File: config.mk
export PLATFORM = sky130hd
export DESIGN_NAME = frame_reader
export DESIGN_NICKNAME = d
export VERILOG_FILES = /design/src/rtl/frame_reader.sv
export SDC_FILE = /design/constraint.sdc
export NUM_CORES = 1
export LEC_CHECK = 0
export ABC_AREA = 1
export CAP_MARGIN = 10
export CORE_MARGIN = 8
export CORE_UTILIZATION = 40
export DETAILED_ROUTE_END_ITERATION = 7
export MAX_ROUTING_LAYER = met4
export PLACE_DENSITY = 0.62
export SLEW_MARGIN = 20
export SYNTH_ARGS = -nofsm -noshare
export SYNTH_HDL_FRONTEND = slang
export SYNTH_SLANG_ARGS = --single-unit
File: constraint.sdc
create_clock -name clk -period 3.4 [get_ports clk]
set_input_delay 0.85 -clock clk [delete_from_list [all_inputs] [get_ports clk]]
set_output_delay 0.85 -clock clk [all_outputs]
set_load 0.02 [all_outputs]
File: src/rtl/frame_reader.sv
// frame_reader: streams one frame of 8-bit pixels from word memory into a ready/valid pixel port
module frame_reader #(
  parameter int BASE_ADDR  = 152100,
  parameter int IMG_W      = 390,
  parameter int IMG_H      = 390,
  parameter int FIFO_DEPTH = 4
) (
  input  logic        clk,
  input  logic        rst,
  input  logic        start,
  output logic        busy,
  output logic        done,
  output logic [31:0] mem_addr,
  output logic        mem_we,
  input  logic [31:0] mem_rd,
  output logic        pix_valid,
  input  logic        pix_ready,
  output logic [7:0]  pix_data,
  output logic [9:0]  pix_x,
  output logic [9:0]  pix_y,
  output logic        pix_last
);
  localparam int AW = $clog2(FIFO_DEPTH);
  localparam logic [31:0] FIRST = 32'(BASE_ADDR);
  localparam logic [31:0] LAST = 32'(BASE_ADDR + IMG_W * IMG_H - 1);
  typedef enum logic [1:0] {IDLE, FETCH, DRAIN} state_t;
  state_t state, state_n;
  logic [31:0] nxt, held;
  logic [7:0] fifo [FIFO_DEPTH];
  logic [AW-1:0] wptr, rptr;
  logic [AW:0] count;
  logic inflight, issue, pop, room, unused_rd;
  assign unused_rd = ^mem_rd[31:8];
  assign room = ({1'b0, count} + (AW+2)'(inflight)) < (AW+2)'(FIFO_DEPTH);
  assign issue = (state == FETCH || (state == IDLE && start)) && room;
  assign pop = pix_valid && pix_ready;
  assign busy = state != IDLE;
  assign mem_we = 1'b0;
  assign mem_addr = issue ? nxt : held;
  assign pix_valid = count != '0;
  assign pix_data = pix_valid ? fifo[rptr] : 8'd0;
  assign pix_last = pix_valid && pix_x == 10'(IMG_W - 1) && pix_y == 10'(IMG_H - 1);
  always_comb begin
    state_n = state;
    state_n = state == DRAIN ? (pop && pix_last ? IDLE : DRAIN) :
              (issue && nxt == LAST) ? DRAIN :
              (state == FETCH || start) ? FETCH : IDLE;
  end
  always_ff @(posedge clk or negedge rst)
    if (!rst) begin
      state <= IDLE;
      nxt <= FIRST;
      held <= FIRST;
      inflight <= 1'b0;
      wptr <= '0;
      rptr <= '0;
      count <= '0;
      pix_x <= '0;
      pix_y <= '0;
      done <= 1'b0;
    end else begin
      state <= state_n;
      inflight <= issue;
      done <= pop && pix_last;
      if (state == DRAIN && state_n == IDLE) begin
        nxt <= FIRST;
        held <= FIRST;
      end else if (issue) begin
        nxt <= nxt + 32'd1;
        held <= nxt;
      end
      if (inflight) wptr <= wptr + 1'b1;
      if (pop) rptr <= rptr + 1'b1;
      count <= count + (AW+1)'(inflight) - (AW+1)'(pop);
      if (pop) begin
        pix_x <= pix_x == 10'(IMG_W - 1) ? 10'd0 : pix_x + 10'd1;
        pix_y <= pix_x != 10'(IMG_W - 1) ? pix_y : pix_y == 10'(IMG_H - 1) ? 10'd0 : pix_y + 10'd1;
      end
    end
  always_ff @(posedge clk)
    if (inflight) fifo[wptr] <= mem_rd[7:0];
endmodule

==> flow_metrics.tcl <==
set metrics [dict create \
    whs_ps 432 \
    cp_num_buf_inv 4 \
    synth_flop_cell "dfrtp_1" \
    fin_crit_sh 0.953 \
    setup_violations 0 \
    regToRegStartpoint "pix_x[1]" \
    cts_htree_levels 4 \
    async_flop_share 0.748 \
    drt_wl_total_um 16000 \
    detail_route.wl_per_cell_um 13.9 \
    pin_count 101 \
    p_leak_uw 0.00400 \
    hold_viol_final 0 \
    fmax_ghz 0.309 \
    period_needed_ps 3240 \
    synth.avg_cell_area_um2 8.18 \
    clockRootBuffer "clkbuf_16" \
    cp-start-kind "input pin" \
    wl_met1_um 7780 \
    clkLatencyLatePin_ps 420 \
    grt_pass1_wl_um 27000 \
    synth_common_cells "183 x nand2_1, 117 x inv_1, 117 x nor2_1" \
    design.core.area_mm2 0.0165 \
    cts_tree "yes" \
    yosysMostFrequentCell "nand2_1" \
    synth_cells 824 \
    syn_nets 873 \
    final_cell_area_mm2 0.00832 \
    layout-drive-gt1-share 0.128 \
    path_delay_family "buffers and inverters" \
    synth-edff-count 32 \
    rsz0062_at_grt "no" \
    gp_congestion 0.893 \
    drtIter0Drc 482 \
    wl_met3_um 657 \
    dr.max_layer_used "met4" \
    maxCapViolCount 0 \
    routed_via_density 4.80 \
    grt-ovfl-total 0 \
    ys_seq_area_frac 0.498 \
    drv_slew 0 \
    crit_arrival_ps 2390 \
    place_area_mm2 0.00776 \
    crit_path_end_kind "output port" \
    yosysUniqueCellTypes 45 \
    synth.largest_area_cell "dfrtp_1" \
    tightest_slew_ps 637 \
    finalNetCount 965 \
    dr_wl_met2_um 7420 \
    grt_pass1_vias 5386 \
    crit_cells 8 \
    reg2reg_depth 10 \
    cpMaxStageDelayCell "dlygate4sd2_1" \
    cts_sinks 127 \
    r2r_end "nxt[23]" \
    numCtsBuffers 17 \
    p_total_uw 7190 \
    clk_pin_slew_ps 60 \
    hold_path.class "in2async" \
    post-route-util 0.503 \
    portBuffers 75 \
    yosysTopAreaCellShare 0.308 \
    ys_warn_count 0 \
    cts_max_path_buffers 2 \
    power_density_mw_per_mm2 865 \
    syn_area_mm2 0.00674 \
    fp.dieH_um 146 \
    synth_seq_cells 127 \
    timing.slew.headroom 0.576 \
    first_pass_iters 5 \
    antenna_left 0 \
    antenna_found_initial 1 \
    drc 0 \
    ctsHoldBuffers 0 \
    place_ws_ps -397 \
    fin_ws_ps 160 \
    ir_drop_mv 0.562 \
    critical_path_peak_fanout 12 \
    track_usage 0.161 \
    crit_required_ps 2550 \
    place_hpwl_um 11500 \
    crit_type "in2out" \
    crit_path_max_incr_delay_ps 320 \
    vias 5525 \
    crit_chain "dlygate4sd2_1 -> o21ai_0 -> nor2_2 -> nand3_2 -> buf_4 -> o21ai_0 -> inv_1 -> dlygate4sd2_1" \
    syn_to_final_growth_pct 23.5 \
    reg2reg_slack_ps 1260 \
    rows 47 \
    initial_utilization 0.408 \
    status "finished clean" \
    fin_skew_ps 9.15 \
    die-width_um 146 \
    synthTopCellsByArea "dfrtp_1 31%, edfxtp_1 14%, nand2_1 10%" \
    grt_max_degree 54 \
    dieArea_mm2 0.0213 \
]
## placed cells by master, fill, tap and decap left out, drive strengths merged, types with 2 or more instances in the layout
master / netlist / final
dfstp: 12 / 12
clkbuf: 5 / 19
dfrtp: 83 / 83
nand3b: 2 / 2
o21ai: 63 / 63
dlygate4sd2: 0 / 30
xor2: 18 / 18
edfxtp: 32 / 32
or2: 11 / 11
inv: 123 / 134
nand2: 187 / 187
buf: 19 / 22
o22ai: 2 / 2
nor3: 22 / 22
nor4: 3 / 3
clkdlybuf4s50: 0 / 40
clkinv: 1 / 4
nor2: 131 / 131
ha: 12 / 12
nand4: 24 / 24
nand3: 47 / 47
clkdlybuf4s15: 0 / 3
a21oi: 15 / 15
xnor2: 3 / 3
## how the worst max path moves through the flow
stage	start	to	slack, ps
after floorplan	start	mem_addr[11]	810
after global placement	start	mem_addr[5]	-380
after detailed placement	start	mem_addr[17]	-400
after CTS	start	mem_addr[0]	80
after global routing	rptr[0]	pix_data[5]	4
final	start	mem_addr[2]	160
## routing by layer
metal	GRT usage	up-vias
met3	0.0339	16
met1	0.211	2578
li1	-	2796
met4	0.0474	0
met2	0.245	135
met5	-	-
## through the flow
step,TNS (ps),std cells
CTS,0,1149
global route,0,1150
finish,0,1150
global placement,-9090,1113
floorplan,0,824
detailed placement,-9630,1113
## kinds of logic after synthesis
kind of cell    Yosys count  synth area share
compound gates           84            0.0697
xor+xnor                 21            0.0273
fa+ha+maj                13            0.0253
buf+inv                 148            0.0931
flops                   127             0.498
mux                       1           0.00149
other cells               1          0.000557
simple gates            429             0.285
## power by group
| part | total, µW | switching (µW) | internal (µW) | leakage (µW) |
|---|---|---|---|---|
| clock network | 1730 | 761 | 970 | 0.000278 |
| registers | 2300 | 295 | 2000 | 0.00138 |
| logic | 3160 | 1920 | 1250 | 0.00234 |
| total | 7190 | 2970 | 4220 | 0.00400 |
## flip-flops by register name, summed over array words and instances (netlist names)
| register | flops |
|---|---|
| held | 32 |
| inflight | 1 |
| state | 2 |
| fifo | 32 |
| rptr | 2 |
| done | 1 |
| wptr | 2 |
| pix_y | 10 |
| pix_x | 10 |
| count | 3 |
| nxt | 32 |
## layout make-up
class / count / area [µm²]
tap: 220 / 275
timing repair buffer: 97 / 896
multi-input combinational: 549 / 2760
fill: 1603 / 8210
clock buffer: 17 / 425
inverter: 124 / 465
sequential: 127 / 3350
antenna: 1 / 2.50
clock inverter: 15 / 140
## timing repair
action / CTS / global route
buffers inserted: 3 / 0
endpoints found under the setup margin: 33 / 5
cloned: 1 / 0
resized for setup: 38 / 7
pin swaps: 1 / 0
No activity file was read; power rests on OpenSTA's default activity.
